--- src/rtl/multicycle_control.sv ---
// Multicycle MIPS control FSM: sequences fetch/decode/execute/memory/writeback,
// stalls on mem_ready, flags illegal opcodes and counts retired instructions.
module multicycle_control #(
    parameter int ALUOP_WIDTH   = 3,
    parameter int CNT_WIDTH     = 32,
    parameter bit USE_MEM_READY = 1'b1
) (
    input  logic                   clk,
    input  logic                   reset,
    input  logic [5:0]             OP,
    input  logic [5:0]             Funct,
    input  logic                   Zero,
    input  logic                   mem_ready,
    output logic                   PCEn,
    output logic                   IorD,
    output logic                   MemRead,
    output logic                   MemWrite,
    output logic                   IRWrite,
    output logic [1:0]             RegDst,
    output logic [1:0]             MemtoReg,
    output logic                   RegWrite,
    output logic                   ALUSrcA,
    output logic [1:0]             ALUSrcB,
    output logic [1:0]             PCSource,
    output logic [ALUOP_WIDTH-1:0] ALUOp,
    output logic                   Illegal,
    output logic [3:0]             State,
    output logic [CNT_WIDTH-1:0]   InstrCount
);

    typedef enum logic [3:0] {
        S_FETCH  = 4'd0,  S_DECODE = 4'd1,  S_MEMADR = 4'd2,  S_MEMRD = 4'd3,
        S_MEMWB  = 4'd4,  S_MEMWR  = 4'd5,  S_RTEX   = 4'd6,  S_ALUWB = 4'd7,
        S_BRANCH = 4'd8,  S_JUMP   = 4'd9,  S_IEX    = 4'd10, S_IWB   = 4'd11,
        S_JR     = 4'd12, S_JAL    = 4'd13
    } state_t;

    localparam logic [5:0] OP_R    = 6'h00, OP_J    = 6'h02, OP_JAL  = 6'h03;
    localparam logic [5:0] OP_BEQ  = 6'h04, OP_BNE  = 6'h05, OP_ADDI = 6'h08;
    localparam logic [5:0] OP_ANDI = 6'h0c, OP_ORI  = 6'h0d, OP_LUI  = 6'h0f;
    localparam logic [5:0] OP_LW   = 6'h23, OP_SW   = 6'h2b, FN_JR   = 6'h08;

    localparam logic [2:0] ALU_ADD = 3'b011, ALU_SUB = 3'b001, ALU_RT   = 3'b111;
    localparam logic [2:0] ALU_ADDI = 3'b100, ALU_ORI = 3'b101, ALU_ANDI = 3'b010;
    localparam logic [2:0] ALU_LUI = 3'b110, ALU_NONE = 3'b000;

    state_t               state_q, state_d;
    logic [5:0]           op_q, op_d;
    logic [CNT_WIDTH-1:0] cnt_q, cnt_d;
    logic                 rdy_s, retire_s, illegal_s;

    logic       pcen_s, iord_s, memread_s, memwrite_s, irwrite_s, regwrite_s, srca_s;
    logic [1:0] regdst_s, memtoreg_s, srcb_s, pcsrc_s;
    logic [2:0] aluop_s;

    assign rdy_s = USE_MEM_READY ? mem_ready : 1'b1;

    // Next-state, opcode latch (only in DECODE) and retirement detection
    always_comb begin
        state_d   = state_q;
        op_d      = op_q;
        retire_s  = 1'b0;
        illegal_s = 1'b0;
        case (state_q)
            S_FETCH:  state_d = rdy_s ? S_DECODE : S_FETCH;
            S_DECODE: begin
                op_d = OP;
                case (OP)
                    OP_LW, OP_SW:                     state_d = S_MEMADR;
                    OP_R:                             state_d = (Funct == FN_JR) ? S_JR : S_RTEX;
                    OP_BEQ, OP_BNE:                   state_d = S_BRANCH;
                    OP_ADDI, OP_ANDI, OP_ORI, OP_LUI: state_d = S_IEX;
                    OP_J:                             state_d = S_JUMP;
                    OP_JAL:                           state_d = S_JAL;
                    default: begin
                        illegal_s = 1'b1;
                        state_d   = S_FETCH;
                    end
                endcase
            end
            S_MEMADR: state_d = (op_q == OP_LW) ? S_MEMRD : S_MEMWR;
            S_MEMRD:  state_d = rdy_s ? S_MEMWB : S_MEMRD;
            S_MEMWR: begin
                state_d  = rdy_s ? S_FETCH : S_MEMWR;
                retire_s = rdy_s;
            end
            S_RTEX:   state_d = S_ALUWB;
            S_IEX:    state_d = S_IWB;
            S_MEMWB, S_ALUWB, S_BRANCH, S_JUMP, S_IWB, S_JR, S_JAL: begin
                state_d  = S_FETCH;
                retire_s = 1'b1;
            end
            default:  state_d = S_FETCH;
        endcase
        cnt_d = cnt_q + CNT_WIDTH'(retire_s);
    end

    // State, latched opcode and retired-instruction counter
    always_ff @(posedge clk or posedge reset) begin
        if (reset) begin
            state_q <= S_FETCH;
            op_q    <= 6'h00;
            cnt_q   <= '0;
        end else begin
            state_q <= state_d;
            op_q    <= op_d;
            cnt_q   <= cnt_d;
        end
    end

    // Moore decode of the current state; FETCH and BRANCH gate PCEn on inputs
    always_comb begin
        pcen_s = 1'b0; iord_s = 1'b0; memread_s = 1'b0; memwrite_s = 1'b0;
        irwrite_s = 1'b0; regwrite_s = 1'b0; srca_s = 1'b0;
        regdst_s = 2'b00; memtoreg_s = 2'b00; srcb_s = 2'b00; pcsrc_s = 2'b00;
        aluop_s = ALU_NONE;
        case (state_q)
            S_FETCH: begin
                memread_s = 1'b1; srcb_s = 2'b01; aluop_s = ALU_ADD;
                irwrite_s = rdy_s; pcen_s = rdy_s;
            end
            S_DECODE: begin srcb_s = 2'b11; aluop_s = ALU_ADD; end
            S_MEMADR: begin srca_s = 1'b1; srcb_s = 2'b10; aluop_s = ALU_ADD; end
            S_MEMRD:  begin iord_s = 1'b1; memread_s = 1'b1; end
            S_MEMWB:  begin memtoreg_s = 2'b01; regwrite_s = 1'b1; end
            S_MEMWR:  begin iord_s = 1'b1; memwrite_s = 1'b1; end
            S_RTEX:   begin srca_s = 1'b1; aluop_s = ALU_RT; end
            S_ALUWB:  begin regdst_s = 2'b01; regwrite_s = 1'b1; end
            S_BRANCH: begin
                srca_s = 1'b1; aluop_s = ALU_SUB; pcsrc_s = 2'b01;
                pcen_s = ((op_q == OP_BEQ) & Zero) | ((op_q == OP_BNE) & ~Zero);
            end
            S_JUMP:   begin pcsrc_s = 2'b10; pcen_s = 1'b1; end
            S_IEX: begin
                srca_s = 1'b1; srcb_s = 2'b10;
                case (op_q)
                    OP_ADDI: aluop_s = ALU_ADDI;
                    OP_ANDI: aluop_s = ALU_ANDI;
                    OP_ORI:  aluop_s = ALU_ORI;
                    OP_LUI:  aluop_s = ALU_LUI;
                    default: aluop_s = ALU_NONE;
                endcase
            end
            S_IWB:    regwrite_s = 1'b1;
            S_JR:     begin pcsrc_s = 2'b11; pcen_s = 1'b1; end
            S_JAL: begin
                pcsrc_s = 2'b10; pcen_s = 1'b1; regdst_s = 2'b10;
                memtoreg_s = 2'b10; regwrite_s = 1'b1;
            end
            default: aluop_s = ALU_NONE;
        endcase
    end

    // Everything is held at zero while reset is high, including FETCH's strobes
    assign PCEn       = pcen_s & ~reset;
    assign IorD       = iord_s & ~reset;
    assign MemRead    = memread_s & ~reset;
    assign MemWrite   = memwrite_s & ~reset;
    assign IRWrite    = irwrite_s & ~reset;
    assign RegWrite   = regwrite_s & ~reset;
    assign ALUSrcA    = srca_s & ~reset;
    assign RegDst     = regdst_s & {2{~reset}};
    assign MemtoReg   = memtoreg_s & {2{~reset}};
    assign ALUSrcB    = srcb_s & {2{~reset}};
    assign PCSource   = pcsrc_s & {2{~reset}};
    assign ALUOp      = ALUOP_WIDTH'(aluop_s & {3{~reset}});
    assign Illegal    = illegal_s & ~reset;
    assign State      = state_q;
    assign InstrCount = cnt_q;

endmodule
--- config.mk ---
export PLATFORM = sky130hd
export DESIGN_NAME = multicycle_control
export DESIGN_NICKNAME = d
export VERILOG_FILES = /design/src/rtl/multicycle_control.sv
export SDC_FILE = /design/constraint.sdc
export NUM_CORES = 1
export LEC_CHECK = 0
export CAP_MARGIN = 5
export CELL_PAD_IN_SITES_DETAIL_PLACEMENT = 1
export CELL_PAD_IN_SITES_GLOBAL_PLACEMENT = 1
export CORE_UTILIZATION = 39
export DETAILED_ROUTE_END_ITERATION = 7
export PLACE_DENSITY_LB_ADDON = 0.1
export REMOVE_ABC_BUFFERS = 1
export SYNTH_ARGS = -nofsm -noshare
export SYNTH_HDL_FRONTEND = slang
export SYNTH_SLANG_ARGS = --single-unit
--- constraint.sdc ---
create_clock -name clk -period 7.4 [get_ports clk]
set_input_delay 1.48 -clock clk [delete_from_list [all_inputs] [get_ports clk]]
set_output_delay 1.48 -clock clk [all_outputs]
set_load 0.01 [all_outputs]
# After elaboration in Yosys (flattened, before gate mapping)
# Cells that the tools add are included.
[op_classes]
add_sub_neg = 1
n_eq_ne = 31
muxes = 23
bitwise_logic = 18
reduce_logical = 15
[op_table]
columns = ["op", "n"]
rows = [
  ["6-bit by 4-bit equality test with 1-bit output, second input constant", 9],
  ["32-bit by 1-bit adder with 32-bit output", 1],
  ["4-bit one-hot mux with 7 select lines", 1],
  ["4-bit equality test, second input constant", 6],
  ["6-bit by 3-bit equality test with 1-bit output, second input constant", 4],
  ["3-bit one-hot mux with 4 select lines", 2],
  ["4-bit one-hot mux with 6 select lines", 1],
  ["6-bit equality test, second input constant", 3],
  ["4-bit by 3-bit equality test with 1-bit output, second input constant", 4],
  ["6-bit by 2-bit equality test with 1-bit output, second input constant", 2],
  ["2-bit one-hot mux with 3 select lines", 2],
  ["2-bit OR reduction", 6],
  ["4-bit OR reduction", 3],
  ["11-bit OR reduction", 1],
  ["1-bit AND", 10],
  ["1-bit two-way mux", 9],
  ["3-bit two-way mux", 3],
  ["2-bit AND", 4],
  ["4-bit by 2-bit equality test with 1-bit output, second input constant", 2],
  ["2-bit one-hot mux with 2 select lines", 2],
  ["7-bit OR reduction", 1],
  ["6-bit logical NOT", 1],
  ["3-bit OR reduction", 2],
  ["4-bit by 1-bit equality test with 1-bit output, second input constant", 1],
  ["7 further kinds", 8],
]
[totals]
regBits = 42
inputBits = 16
output_inout_bits = 55
word_cells = 91

# Logic depth before layout (Yosys ltp)
[depth]
ltp_word = 5
ltp_mapped = 11
depth_no_buf = 9

# Worst setup path after synthesis
# No wires, ideal clock.
[synth_timing]
kind = "input port to output port"
from = "input reset"
to = "output MemRead"
t_arrival_ps = 2911
required_time_ps = 5920
path_slack_ps = 3009
cell_stages = 3
path_buffers = 0
path_cell_list = "inv_1 nand3_1 nor3_1"
[synth_between]
elab_chain_cells = 2
[synth_lines]
columns = ["element", "line", "text"]
rows = [
  ["start: declaration", "9", "input logic reset,"],
  ["1-bit NOT", "157", "assign MemRead = memread_s & ~reset;"],
  ["1-bit AND", "157", ""],
  ["end: declaration", "16", "output logic MemRead,"],
]
# No other way between the ends.

# Worst setup path after layout
[layout_timing]
from = "input reset"
to = "output IorD"
[layout_between]
elab_chain_cells = 2
[layout_lines]
columns = ["element", "line", "text"]
rows = [
  ["1-bit NOT", "156", "assign IorD = iord_s & ~reset;"],
  ["1-bit AND", "156", ""],
  ["end: declaration", "15", "output logic IorD,"],
]
# No other way between the ends.

==> summary by stage <==
Status
The flow ran to the end, and the final reports show no timing, DRC or antenna violations.

Clock network
The H-tree depth reported by CTS is 2. For this design, the CTS-stage hold fixing added 0 buffers. The number of clock sinks is 42. The longest clock path from root to sink contains 2 buffers. The total CTS buffers is 5. The clock transition at the registers of the reported paths is 0.08 ns.

The number of setup buffers added after CTS is 0. The number of gates resized after CTS is 0. The cell sitting at the root of the clock tree is a sky130_fd_sc_hd__clkbuf_8. The CTS tree is done. The clock reaches the later pin of the worst-skew pair after 0.30 ns.

STA
Setup violations remaining at the end of the flow were counted as 0. The number of hold-slack violations in the final timing report is 0. The portion of the clock cycle consumed by the worst path in the final layout is 73.3%. The worst pin sits at a relative slew slack of 46.7%. The worst path needs 5.42 ns of the cycle, external delays included. Setup repair after global routing left no endpoint under its margin. On the final layout, the worst hold slack is 0.479 ns.

The transition at the pin with the smallest max-transition slack is 0.800 ns. The highest clock rate is 184 MHz. Adding up every negative setup slack in the final design gives 0 ns. The final number of max-transition violations came to 0. The worst clock skew on the final layout is 0.00944 ns. The worst path setup slack after routing is 1.98 ns.

Power
After layout, the design draws a total of 0.603 mW. The leakage dissipation is 1.37 nW. Per report_power, the combinational group accounts for 25.3% of the total. The design internal power is 0.408 mW.

The share of total power dissipated in sequential elements is 50.0%. The switching power share of the total is 32.4%. The clock network burns 24.7% of the power.

In this run the power spent charging and discharging nets is 0.195 mW. The largest voltage drop on the vdd net is 125 uV. Power spread over the standard cell area amounts to 179 mW/mm^2.

Cells and area
The final cell utilization of the core is 53.1%. The number of non-filler instances in the completed layout is 409. Summing all non-filler instances in the final layout gives an area of 0.00337 sq mm. After filler insertion, the fill cell instance count of the layout stands at 732. The number of nets in the finished design is 349. The layout-stage area growth over the synthesis result is 31.5%. The repair_antennas step left the layout with diodes totalling 0. The post-route netlist has 7.53% of its cells at a drive strength greater than 1.

Yosys
The synthesized instance count is 270. Of the total synthesized cell area, the portion taken by AND, OR, NAND and NOR gates is 28.0%. Yosys printed 0 warnings. The combinational family with the most area after synthesis is simple AND/OR/NAND/NOR gates. The most used flip-flop cell after synthesis is sky130_fd_sc_hd__dfrtp_1. Of the total synthesized cell area, the portion taken by full adders, half adders and majority gates is 0.976%. The complex-gate fraction of the synthesized area is 10.7%.

The fraction of synthesized area in multiplexers is 3.47%. The number of distinct library cell variants in the gate-level netlist after synthesis is 57. The flop and latch count out of synthesis is 42. After synthesis, the mean cell area works out to 9.50 sq um. The number of flops mapped to enable cells by yosys is 0. Sequential elements use 41.0% of the synthesized area. The mapped cell area is 0.00256 sq mm. The synthesized netlist devotes 11.6% of its cell area to XOR and XNOR gates.

Of all flip-flops after synthesis, the portion carrying an async set or reset was 100%.

Routing
Before antenna repair, the detailed router went through 4 iterations. The residual antenna-violating net count after detailed routing is 0. Dividing the detail-routed wire length by the instance count gives 16.1 microns. The via density per instance is 5.56. After the first detailed-routing iteration, the DRC count stood at 107.

The total number of vias is 2276. The total wirelength of the detailed-routed design is 6580 microns. After detailed routing, the number of remaining DRC violations is 0.

Worst setup path
Data on the critical path is required at its endpoint by 5.92 ns. The worst setup path is captured at a primary output. The class of the most critical setup path is in2out. The worst setup path is launched from a primary input. The maximum fanout count along the critical path is 22.

The endpoint arrival time on the critical path is 3.94 ns.

Floorplan
The starting utilization of the core area is 40.4%. The row count is 29. The die area is 0.00690 sq mm. After floorplanning, the core was sized to cover 0.00635 sq mm.

During I/O placement, the number of pins put on the boundary was 71. Measured along the y axis, the die boundary spans 83.1 microns. The floorplan step set the die width to 83.1 microns.

Place
The last weighted congestion value of the routability-driven placer is 0.817. The number of I/O port buffers is 70. The placed instances occupy a cell area of 0.00329 sq mm. The worst slack at placement is 1.91 ns. Once detailed placement completed, the half-perimeter wirelength came to 4820 microns. The total placed cells including tap cells is 401.

GRT
Entering global routing, the biggest net connects 26 pins. The number of global-route vias before repair was 2211. For this run the aggregate overflow at the end of global routing stands at 0.

The first-pass GRT wire length is 11400 microns. The initial antenna violation count is 0. Global routing consumed, over all layers together, 20.4% of the routing resources.

Worst hold path
The kind of path behind the tightest hold check is reg2reg.

Flow run
The number of maximum-capacitance violations is 0.
## state kept, by name (all words and copies together) (netlist names)
signal	cells
InstrCount	32
op_q	6
State	4
## Yosys cell counts, types with 2 or more instances
cell / count / area share [%]
sky130_fd_sc_hd__a211oi_1: 2 / 0.59
sky130_fd_sc_hd__a21oi_1: 9 / 1.8
sky130_fd_sc_hd__a22oi_1: 3 / 0.88
sky130_fd_sc_hd__and2b_1: 2 / 0.59
sky130_fd_sc_hd__and3_1: 5 / 1.2
sky130_fd_sc_hd__and4_1: 3 / 1.0
sky130_fd_sc_hd__buf_2: 3 / 0.59
sky130_fd_sc_hd__buf_4: 4 / 1.2
sky130_fd_sc_hd__clkbuf_1: 10 / 1.5
sky130_fd_sc_hd__dfrtp_1: 42 / 41
sky130_fd_sc_hd__ha_1: 2 / 0.98
sky130_fd_sc_hd__inv_1: 7 / 1.0
sky130_fd_sc_hd__mux2_2: 7 / 3.1
sky130_fd_sc_hd__nand2_1: 21 / 3.1
sky130_fd_sc_hd__nand2b_1: 4 / 0.98
sky130_fd_sc_hd__nand3_1: 15 / 2.9
sky130_fd_sc_hd__nand3b_1: 2 / 0.59
sky130_fd_sc_hd__nand4_1: 12 / 2.9
sky130_fd_sc_hd__nor2_1: 23 / 3.4
sky130_fd_sc_hd__nor2b_1: 4 / 0.98
sky130_fd_sc_hd__nor3_1: 8 / 1.6
sky130_fd_sc_hd__nor4_1: 7 / 1.7
sky130_fd_sc_hd__nor4_2: 2 / 0.98
sky130_fd_sc_hd__nor4_4: 2 / 1.7
sky130_fd_sc_hd__nor4b_1: 2 / 0.68
sky130_fd_sc_hd__o21ai_0: 6 / 1.2
sky130_fd_sc_hd__xnor2_1: 26 / 8.9
sky130_fd_sc_hd__xor2_1: 8 / 2.7
## critical path: stages
cell	delay [ns]
sky130_fd_sc_hd__clkdlybuf4s50_1	0.76
sky130_fd_sc_hd__clkinv_1	0.75
sky130_fd_sc_hd__and4_1	0.48
sky130_fd_sc_hd__clkdlybuf4s50_1	0.47
## power groups by stage
stage | logic, mW | registers (mW) | clock network, mW
after floorplan | 0.0794 | 0.300 | 0
after global placement | 0.150 | 0.303 | 0
after detailed placement | 0.154 | 0.305 | 0
after CTS | 0.155 | 0.301 | 0.155
after global routing | 0.169 | 0.309 | 0.163
final | 0.152 | 0.302 | 0.149
## path summary, 6_finish.rpt
path,start,end,slack (ns),cells after the start
max in group asynchronous,reset,InstrCount[10],4.77,3
min in group asynchronous,reset,InstrCount[27],1.90,2
hold / removal,InstrCount[31],InstrCount[31],0.48,1
setup reg to reg,State[1],InstrCount[24],4.08,9
setup / recovery,reset,IorD,1.98,4
hold reg to reg,InstrCount[31],InstrCount[31],0.48,1
## layer usage
| metal | GRT usage (%) | routed length, microns |
|---|---|---|
| met2 | 31.7 | 3020 |
| met4 | 4.08 | 33 |
| met1 | 29.1 | 3230 |
| met3 | 4.77 | 298 |
| met5 | 0 | 0 |
## cell usage in the layout (no fill, tap or decap), drive strengths merged, types with 5 or more instances in the layout
master and instances:
clkdlybuf4s50 70, dfrtp 42, xnor2 26, nor2 23, nand2 22, nand3 16
nand4 13, nor4 11, a21oi 9, xor2 8, nor3 8, mux2 7
o21ai 7, inv 6, clkbuf 6, and3 5
## cells by family (layout without fill, tap and decap cells)
logic type,Yosys count,after routing
flip-flops,42,42
buffers and inverters,24,86
multiplexers,8,8
AO/OA/AOI/OAI,39,39
XOR/XNOR,34,34
adder cells (fa/ha/maj),2,2
AND/OR/NAND/NOR,121,121
## layout make-up
cell class	instances	area, sq um	area share [%]
flip-flops and latches	42	1050	31.2
multi-input cells	204	1400	41.6
clock inverters	2	13.8	0.408
repair buffers	71	708	21.0
well taps	77	96.3	2.86
clock buffers	6	72.6	2.15
inverters	7	26.3	0.779
No activity file was read; power rests on OpenSTA's default activity.
